--- src/rtl/wii_cam_controller.sv ---
// Wii IR camera sequencer: runs the init write ROM once through i2c_master,
// then polls the camera and decodes blob 1 (extended mode 3).
module wii_cam_controller #(
    parameter logic [6:0]  CAM_ADDR    = 7'h58,
    parameter int unsigned STEP_DELAY  = 120000,
    parameter int unsigned POLL_PERIOD = 60000
) (
    input  logic         clk,
    input  logic         reset,
    input  logic         i2c_ready,
    input  logic [127:0] i2c_rdata,
    output logic         i2c_start,
    output logic         i2c_rw,
    output logic [6:0]   i2c_addr,
    output logic [4:0]   i2c_packets,
    output logic [127:0] i2c_data,
    output logic [9:0]   blob_x,
    output logic [9:0]   blob_y,
    output logic [3:0]   blob_size,
    output logic         blob_present,
    output logic         blob_valid,
    output logic         init_done
);

    typedef enum logic [3:0] {
        IDLE, INIT_LOAD, INIT_START, INIT_BUSY, INIT_DONE, INIT_DELAY,
        REQ_LOAD, REQ_START, REQ_BUSY, REQ_DONE,
        RD_LOAD, RD_START, RD_BUSY, RD_DONE,
        DECODE, POLL_WAIT
    } state_e;

    typedef struct packed {
        logic [4:0]   pkts;
        logic [127:0] data;
    } rom_t;

    state_e       state_q;
    logic [2:0]   step_q;
    logic [31:0]  cnt_q;
    logic         start_q, rw_q, valid_q, init_done_q, present_q;
    logic [4:0]   pkts_q;
    logic [127:0] data_q;
    logic [9:0]   bx_q, by_q;
    logic [3:0]   bsize_q;

    logic [9:0]   bx_d, by_d;
    logic [3:0]   bsize_d;
    logic         present_d;
    rom_t         rom;
    logic         unused_rdata;

    function automatic rom_t init_rom(input logic [2:0] step);
        rom_t r;
        r = '0;
        case (step)
            3'd0:    begin r.pkts = 5'd2; r.data[15:0] = 16'h0130;              end
            3'd1:    begin r.pkts = 5'd8; r.data[63:0] = 64'hAA00017100000200;  end
            3'd2:    begin r.pkts = 5'd3; r.data[23:0] = 24'h640007;            end
            3'd3:    begin r.pkts = 5'd3; r.data[23:0] = 24'h03631A;            end
            3'd4:    begin r.pkts = 5'd2; r.data[15:0] = 16'h0333;              end
            default: begin r.pkts = 5'd2; r.data[15:0] = 16'h0830;              end
        endcase
        return r;
    endfunction

    // A zero-length delay still occupies one cycle in its wait state.
    function automatic logic delay_done(input logic [31:0] cnt, input int unsigned n);
        return (n == 0) || ((cnt + 32'd1) >= n);
    endfunction

    assign rom          = init_rom(step_q);
    assign bx_d         = {i2c_rdata[29:28], i2c_rdata[15:8]};
    assign by_d         = {i2c_rdata[31:30], i2c_rdata[23:16]};
    assign bsize_d      = i2c_rdata[27:24];
    assign present_d    = !(bx_d == 10'h3FF && by_d == 10'h3FF);
    assign unused_rdata = ^{i2c_rdata[127:32], i2c_rdata[7:0]};

    always_ff @(posedge clk or negedge reset) begin
        if (!reset) begin
            state_q     <= IDLE;
            step_q      <= '0;
            cnt_q       <= '0;
            start_q     <= 1'b0;
            rw_q        <= 1'b0;
            pkts_q      <= '0;
            data_q      <= '0;
            bx_q        <= '0;
            by_q        <= '0;
            bsize_q     <= '0;
            present_q   <= 1'b0;
            valid_q     <= 1'b0;
            init_done_q <= 1'b0;
        end else begin
            start_q <= 1'b0;
            valid_q <= 1'b0;
            case (state_q)
                IDLE:       if (i2c_ready) state_q <= INIT_LOAD;
                INIT_LOAD: begin
                    rw_q    <= 1'b0;
                    pkts_q  <= rom.pkts;
                    data_q  <= rom.data;
                    state_q <= INIT_START;
                end
                INIT_START: if (i2c_ready) begin start_q <= 1'b1; state_q <= INIT_BUSY; end
                INIT_BUSY:  if (!i2c_ready) state_q <= INIT_DONE;
                INIT_DONE:  if (i2c_ready)  state_q <= INIT_DELAY;
                INIT_DELAY: begin
                    if (delay_done(cnt_q, STEP_DELAY)) begin
                        cnt_q <= '0;
                        if (step_q != 3'd5) begin
                            step_q  <= step_q + 3'd1;
                            state_q <= INIT_LOAD;
                        end else begin
                            init_done_q <= 1'b1;
                            state_q     <= REQ_LOAD;
                        end
                    end else begin
                        cnt_q <= cnt_q + 32'd1;
                    end
                end
                REQ_LOAD: begin
                    rw_q    <= 1'b0;
                    pkts_q  <= 5'd1;
                    data_q  <= {120'd0, 8'h36};
                    state_q <= REQ_START;
                end
                REQ_START:  if (i2c_ready) begin start_q <= 1'b1; state_q <= REQ_BUSY; end
                REQ_BUSY:   if (!i2c_ready) state_q <= REQ_DONE;
                REQ_DONE:   if (i2c_ready)  state_q <= RD_LOAD;
                RD_LOAD: begin
                    rw_q    <= 1'b1;
                    pkts_q  <= 5'd16;
                    data_q  <= '0;
                    state_q <= RD_START;
                end
                RD_START:   if (i2c_ready) begin start_q <= 1'b1; state_q <= RD_BUSY; end
                RD_BUSY:    if (!i2c_ready) state_q <= RD_DONE;
                RD_DONE:    if (i2c_ready)  state_q <= DECODE;
                DECODE: begin
                    bx_q      <= bx_d;
                    by_q      <= by_d;
                    bsize_q   <= bsize_d;
                    present_q <= present_d;
                    valid_q   <= 1'b1;
                    state_q   <= POLL_WAIT;
                end
                POLL_WAIT: begin
                    if (delay_done(cnt_q, POLL_PERIOD)) begin
                        cnt_q   <= '0;
                        state_q <= REQ_LOAD;
                    end else begin
                        cnt_q <= cnt_q + 32'd1;
                    end
                end
                default:    state_q <= IDLE;
            endcase
        end
    end

    assign i2c_start    = start_q;
    assign i2c_rw       = rw_q;
    assign i2c_addr     = CAM_ADDR;
    assign i2c_packets  = pkts_q;
    assign i2c_data     = data_q;
    assign blob_x       = bx_q;
    assign blob_y       = by_q;
    assign blob_size    = bsize_q;
    assign blob_present = present_q;
    assign blob_valid   = valid_q;
    assign init_done    = init_done_q;

endmodule

--- config.mk ---
export PLATFORM = sky130hd
export DESIGN_NAME = wii_cam_controller
export DESIGN_NICKNAME = d
export VERILOG_FILES = /design/src/rtl/wii_cam_controller.sv
export SDC_FILE = /design/constraint.sdc
export NUM_CORES = 1
export LEC_CHECK = 0
export BUFFER_PORTS_ARGS = -buffer_cell sky130_fd_sc_hd__buf_4
export CAP_MARGIN = 20
export CORE_AREA = 2 2 118 120
export CTS_CLUSTER_SIZE = 24
export DETAILED_ROUTE_END_ITERATION = 10
export DIE_AREA = 0 0 120 122
export PLACE_DENSITY = 0.76
export SETUP_SLACK_MARGIN = 0.05
export SYNTH_ARGS = -nofsm -noshare
export SYNTH_HDL_FRONTEND = slang
export SYNTH_SLANG_ARGS = --single-unit
export TNS_END_PERCENT = 20
--- constraint.sdc ---
create_clock -name clk -period 4 [get_ports clk]
set_input_delay 0.2 -clock clk [delete_from_list [all_inputs] [get_ports clk]]
set_output_delay 0.2 -clock clk [all_outputs]
set_load 0.02 [all_outputs]
==> results_dict.tcl, run 1 <==
set metrics [dict create \
    drtIter0Drc 512 \
    yosysTopAreaCell "dfrtp_1" \
    hold_depth 2 \
    ys_ff_latch 82 \
    leakage_nw 2.82 \
    drc_errors 0 \
    synth_cell_types 64 \
    critPathCaptureType "register" \
    grt_pass1_vias 3847 \
    grt_max_degree 83 \
    place_area_mm2 0.00587 \
    die_area_mm2 0.0146 \
    min_period_ns 3.54 \
    path_class "reg -> reg" \
    first_pass_iters 5 \
    synth_ff_type "dfrtp_1" \
    worst_setup_path_start_kind "register" \
    route.vias.total 4454 \
    setup-tns-final_ns 0 \
    min_from "i2c_rdata[27]" \
    drv_slew 0 \
    finalWirelength_um 11800 \
    rr_worst_depth 9 \
    gp_congestion 0.952 \
    max_stage_delay_ns 0.59 \
    htreeDepth 3 \
    netlist_instances 636 \
    yosys_warnings 0 \
    fp.dieH_um 122 \
    cp_cell_sequence "ha_1 > and4_1 > nand3_1 > xnor2_1 > o311ai_0 > a311oi_1 > nor3_2 > nor3b_1 > mux2_2" \
    status "complete, no violations" \
    critPathRequiredTime_ns 4.22 \
    clk_latency_ns 0.34 \
    numCtsBuffers 9 \
    area_delta_synth_final_pct 10.3 \
    die_x_um 120 \
    tightest_slew_ns 0.893 \
    portBuffers 84 \
    r2r_slack_ns 0.46 \
    start_util_pct 41.7 \
    cts_tree "yes" \
    crit_arrival_ns 3.77 \
    rsz0062_at_grt "no" \
    path_buf_inv 0 \
    grt.overflow.total 0 \
    worst_path_max_delay_cell "a311oi_1" \
    fin_crit_sh_pct 88.6 \
    final_net_count 829 \
    ir_drop_v 0.000268 \
    synth_area_mm2 0.00564 \
    clkTransAtPathRegs_ns 0.07 \
    antenna_found_initial 0 \
    syn_avg_cell_area_um2 8.86 \
    synth_edf_count 0 \
    yosysTopAreaCellShare_pct 36.4 \
    cts_setup_buffers 0 \
    root_buffer "clkbuf_16" \
    yosysSeqAreaShare_pct 36.4 \
    cap_violations 0 \
    drt-wirelength-per-cell_um 13.5 \
    via_per_inst 5.09 \
    path_max_fanout 11 \
    skew_ns 0.00759 \
    numClockSinks 82 \
    ant_nets 0 \
    fmax_mhz 282 \
    cp_top_family "simple AND/OR/NAND/NOR gates" \
    num_antenna_cells 0 \
    layout-drive-gt1-share_pct 21.0 \
    async_flop_share_pct 100 \
    grt_pass1_wl_um 18900 \
    min_to "blob_size[3]$_DFFE_PN0P_" \
    core_area_mm2 0.0135 \
    r2r-end "step_q[1]$_DFFE_PN0P_" \
    clockBufferDepth 2 \
    post-route-cell-area_mm2 0.00622 \
    fillers 1327 \
    synth.area.top_cells "dfrtp_1, buf_4, mux2_2, nor2_1, o21ai_0" \
    grt_usage_pct 15.9 \
    ios 300 \
    dpl.hpwl_um 8380 \
    finalSetupViolations 0 \
    powerDensity_mw_per_mm2 572 \
    relSlewSlack_pct 40.3 \
    hold_path_class "in -> reg" \
    reg2reg_from "cnt_q[0]$_DFFE_PN0P_" \
    hold_violations 0 \
    rows 43 \
]
==> worst register-to-register path: stages, from the launching register on <==
cell	delay (ns)
dfrtp_1	0.45
ha_1	0.42
and4_1	0.40
nand3_1	0.26
xnor2_1	0.21
o311ai_0	0.21
a311oi_1	0.59
nor3_2	0.12
nor3b_1	0.40
mux2_2	0.38
==> sequential cells by signal, summed over array words and instances, names as in the netlist <==
| register | flops |
|---|---|
| cnt_q | 32 |
| i2c_data | 11 |
| blob_x | 10 |
| blob_y | 10 |
| blob_size | 4 |
| state_q | 4 |
| i2c_packets | 3 |
| step_q | 3 |
| blob_present | 1 |
| blob_valid | 1 |
| i2c_rw | 1 |
| i2c_start | 1 |
| init_done | 1 |
==> cell usage in the layout (no fill, tap or decap), types with 4 or more instances in the layout <==
| master | synthesis | final |
|---|---|---|
| a31oi_1 | 7 | 7 |
| ha_1 | 8 | 8 |
| a221oi_1 | 9 | 9 |
| or3_1 | 6 | 6 |
| xnor2_1 | 5 | 5 |
| inv_1 | 13 | 13 |
| dfrtp_1 | 82 | 82 |
| xor2_1 | 6 | 6 |
| nand2b_1 | 6 | 6 |
| nor4_1 | 11 | 11 |
| and3_1 | 4 | 4 |
| o22ai_1 | 4 | 4 |
| nand4_1 | 18 | 18 |
| a21oi_1 | 25 | 25 |
| clkbuf_16 | 0 | 9 |
| o21ai_0 | 33 | 33 |
| nand2_1 | 40 | 40 |
| conb_1 | 2 | 111 |
| nor3_1 | 17 | 16 |
| mux2_2 | 28 | 28 |
| buf_4 | 127 | 93 |
| and4_1 | 6 | 6 |
| nor2b_1 | 4 | 4 |
| nand3_1 | 21 | 21 |
| and2_1 | 17 | 17 |
| a2bb2oi_1 | 4 | 4 |
| nor2_1 | 44 | 44 |
| mux2i_1 | 4 | 4 |
| a311oi_1 | 4 | 4 |
==> area by class of cell <==
cell class                 count  area [um2]  area share, %
clock buffer                   9         225           3.62
tap                          180         225           3.62
timing repair buffer          95         736           11.8
sequential                    82        2050           33.0
clock inverter                 7        76.3           1.23
inverter                      13        48.8          0.785
multi-input combinational    489        2850           45.9
==> report_power, final <==
part           leakage (nW)  internal [mW]  switching, mW
clock network         0.142          0.488          0.359
registers              1.04           1.03          0.211
logic                  1.64          0.602          0.861
==> how the worst max path moves through the flow <==
stage,cells past startpoint,start,slack (ns),end
floorplan,10,cnt_q[0]$_DFFE_PN0P_,1.13,state_q[0]$_DFFE_PN0P_
global placement,9,cnt_q[0]$_DFFE_PN0P_,0.60,cnt_q[7]$_DFFE_PN0P_
detailed placement,9,cnt_q[0]$_DFFE_PN0P_,0.57,step_q[1]$_DFFE_PN0P_
CTS,9,cnt_q[0]$_DFFE_PN0P_,0.52,step_q[1]$_DFFE_PN0P_
global route,9,cnt_q[0]$_DFFE_PN0P_,0.22,step_q[1]$_DFFE_PN0P_
finish,9,cnt_q[0]$_DFFE_PN0P_,0.46,step_q[1]$_DFFE_PN0P_
==> cells in the mapped netlist (7+ instances only) <==
cell type	instances
nand2_1	40
mux2_2	28
o21ai_0	33
buf_2	7
inv_1	13
dfrtp_1	82
nand4_1	18
a31oi_1	7
nor2_1	44
ha_1	8
a221oi_1	9
a21oi_1	25
and2_1	17
nand3_1	21
nor4_1	11
nor3_1	17
buf_4	127
clkbuf_1	24
==> cell families (layout without fill, tap and decap cells) <==
family | Yosys count | after routing | synth area share, %
flops | 82 | 82 | 36.4
other cells | 2 | 111 | 0.133
simple gates | 207 | 207 | 19.3
mux | 32 | 32 | 6.30
compound gates | 120 | 120 | 14.1
buf+inv | 174 | 124 | 20.3
xor+xnor | 11 | 11 | 1.71
fa+ha+maj | 8 | 8 | 1.78
==> metal layers <==
metal	vias to the layer above	wire length (um)	track usage, %
met1	2114	5130	21.0
met5	-	0	0
met3	17	983	4.54
li1	2140	-	-
met4	0	157	4.85
met2	183	5530	25.3
==> metrics by stage <==
stage	std cells	setup WS, ns	power (mW)	hold WS (ns)	util, %
final	875	0.456	3.55	0.0819	46.0
after global routing	875	0.216	3.78	0.0731	46.0
after CTS	872	0.523	3.57	0.0771	45.7
after detailed placement	856	0.568	2.71	0.439	43.5
after global placement	856	0.595	2.69	0.433	43.5
after floorplan	745	1.13	2.32	-0.0956	-
==> timing repair <==
item                                   CTS  global route
resized for setup                        0             0
setup endpoints to repair                0             0
endpoints found under the hold margin    0            10
hold buffers                             0             1
Power figures use the tool's default switching activity.
==> run 2: changes to the inputs <==
--- a/config.mk
+++ b/config.mk
@@ -7,11 +7,11 @@
 export LEC_CHECK = 0
 export BUFFER_PORTS_ARGS = -buffer_cell sky130_fd_sc_hd__buf_4
 export CAP_MARGIN = 20
-export CORE_AREA = 2 2 118 120
+export CORE_UTILIZATION = 40
 export CTS_CLUSTER_SIZE = 24
 export DETAILED_ROUTE_END_ITERATION = 10
-export DIE_AREA = 0 0 120 122
-export PLACE_DENSITY = 0.76
+export GPL_TIMING_DRIVEN = 0
+export PLACE_DENSITY = 0.73
 export SETUP_SLACK_MARGIN = 0.05
 export SYNTH_ARGS = -nofsm -noshare
 export SYNTH_HDL_FRONTEND = slang
==> results_dict.tcl, run 2 (same netlist as run 1, synthesis figures left out) <==
set metrics [dict create \
    status "complete, no violations" \
    numCtsBuffers 9 \
    leakage_nw 3.52 \
    antenna_found_initial 0 \
    area_delta_synth_final_pct 28.3 \
    cts_setup_buffers 0 \
    final_cell_mix "buf_4, conb_1, dfrtp_1" \
    tightest_slew_ns 0.806 \
    path_class "reg -> reg" \
    p_switching_mw 1.53 \
    hold_violations 0 \
    fin_cells 1027 \
    grt_pass1_wl_um 21200 \
    fp.dieH_um 121 \
    die_area_mm2 0.0146 \
    ant_nets 0 \
    setup-tns-final_ns 0 \
    finalWirelength_um 13300 \
    p_comb_share_pct 46.4 \
    cp_cell_sequence "ha_1 > clkbuf_1 > and4_1 > nand2_1 > a22o_1 > o311ai_0 > a311oi_2 > nor3_1 > buf_2 > a21oi_1 > o22ai_1" \
    worst_setup_path_start_kind "register" \
    gp_congestion 0.889 \
    relSlewSlack_pct 45.8 \
    fillers 1350 \
    cap_violations 0 \
    grt_pass1_vias 4378 \
    post-route-util_pct 52.3 \
    rows 43 \
    portBuffers 84 \
    clk_latency_ns 0.35 \
    r2r-end "cnt_q[14]$_DFFE_PN0P_" \
    critPathRequiredTime_ns 4.26 \
    powerDensity_mw_per_mm2 510 \
    finalSetupViolations 0 \
    route.vias.total 4932 \
    numClockSinks 82 \
    regMostFlops "cnt_q" \
    clockBufferDepth 2 \
    drtIter0Drc 296 \
    critPathCaptureType "register" \
    fmax_mhz 270 \
    dp.cells 1009 \
    layout-drive-gt1-share_pct 32.1 \
    ios 300 \
    drc_errors 0 \
    htreeDepth 3 \
    place_area_mm2 0.00690 \
    reg2reg_from "cnt_q[0]$_DFFE_PN0P_" \
    final_net_count 981 \
    rsz0062_at_grt "no" \
    post-place-ws_ns 0.377 \
    p_sw_share_pct 41.4 \
    final.setup.worst_slack_ns 0.294 \
    post-route-cell-area_mm2 0.00723 \
    first_pass_iters 5 \
    dpl.hpwl_um 9680 \
    rr_worst_depth 11 \
    crit_arrival_ns 3.97 \
    ir_drop_v 0.000277 \
    grt_usage_pct 18.2 \
    path_max_fanout 10 \
    crit_end "cnt_q[14]$_DFFE_PN0P_" \
    hold_path_class "in -> reg" \
    internal-power_mw 2.16 \
    worst_path_max_delay_cell "o311ai_0" \
    grt.overflow.total 0 \
    drv_slew 0 \
    num_antenna_cells 0 \
    via_per_inst 4.80 \
    power_frac_seq_pct 31.7 \
    skew_ns 0.00877 \
    min_period_ns 3.71 \
    drt-wirelength-per-cell_um 13.0 \
    max_stage_delay_ns 0.57 \
    die_x_um 121 \
    start_util_pct 40.8 \
    fin_crit_sh_pct 92.7 \
    clkPwrFrac_pct 21.9 \
    clkTransAtPathRegs_ns 0.07 \
    core_area_mm2 0.0138 \
    root_buffer "clkbuf_16" \
    grt_max_degree 83 \
    largest_reg_flops 32 \
    crit_start "cnt_q[0]$_DFFE_PN0P_" \
    cts_tree "yes" \
    r2r_slack_ns 0.29 \
    layout_commonest_cell "buf_4" \
]
-- run 2: cell types whose count changed in the layout (fill, tap and decap cells not counted), sizes merged --
| cell | delta |
|---|---|
| buf | +128 |
| clkbuf | +24 |
| inv | +3 |
| bufinv | -1 |
| clkinv | -1 |
| clkinvlp | -1 |
-- run 2: layout make-up --
| cell class | count | area (um2) | share of cell area [%] |
|---|---|---|---|
| well taps | 180 | 225 | 3.11 |
| clock inverters | 7 | 58.8 | 0.813 |
| plain buffers | 161 | 1100 | 15.2 |
| flip-flops and latches | 82 | 2050 | 28.4 |
| multi-input cells | 489 | 2860 | 39.5 |
| inverters | 13 | 48.8 | 0.675 |
| clock buffers | 9 | 225 | 3.11 |
| repair buffers | 86 | 668 | 9.24 |
-- run 2: worst min path at each step --
stage                              from                        to  slack (ns)  cells after the start
final                     i2c_rdata[25]  blob_size[1]$_DFFE_PN0P_        0.09                      2
after global routing      i2c_rdata[19]     blob_y[3]$_DFFE_PN0P_        0.08                      2
after CTS                 i2c_rdata[25]  blob_size[1]$_DFFE_PN0P_        0.08                      2
after detailed placement  i2c_rdata[25]  blob_size[1]$_DFFE_PN0P_        0.44                      2
after global placement    i2c_rdata[26]  blob_size[2]$_DFFE_PN0P_        0.44                      2
after floorplan                   reset  blob_present$_DFFE_PN0P_        -0.1                      0
-- run 2: repair_timing --
item / in CTS / in global routing
endpoints found under the setup margin: 0 / 4
endpoints found under the hold margin: 0 / 30
hold buffers: 0 / 1
gates resized for setup: 0 / 1
-- run 2: worst max-delay path, delay by kind of cell, from the launching register on --
| family | cells | cell delay, ns |
|---|---|---|
| adders and majority gates | 1 | 0.20 |
| AOI/OAI and AO/OA | 5 | 1.44 |
| buffers and inverters | 2 | 0.69 |
| DFF | 1 | 0.45 |
| and+or+nand+nor | 3 | 0.84 |
-- run 2: metal layers --
layer | vias to the layer above | wire, um | track usage, % | share of wire [%]
met5 | - | 0 | 0 | 0
met4 | 0 | 216 | 5.40 | 1.6
met3 | 21 | 941 | 4.72 | 7.1
met2 | 191 | 6350 | 30.4 | 48
met1 | 2276 | 5800 | 23.2 | 44
li1 | 2444 | - | - | -
-- run 2: metrics by stage --
step	power, mW	hold slack [ns]
2_1_floorplan	2.32	-0.0956
3_3_place_gp	2.85	0.437
3_5_place_dp	2.88	0.440
4_1_cts	3.70	0.0795
5_1_grt	3.90	0.0808
6_report	3.69	0.0915
-- run 2: power by group through the flow --
stage | clock, mW | combinational (mW) | sequential, mW
after floorplan | 0 | 0.954 | 1.37
after global placement | 0 | 1.68 | 1.17
after detailed placement | 0 | 1.70 | 1.18
after CTS | 0.824 | 1.70 | 1.17
final | 0.808 | 1.71 | 1.17
after global routing | 0.857 | 1.85 | 1.20
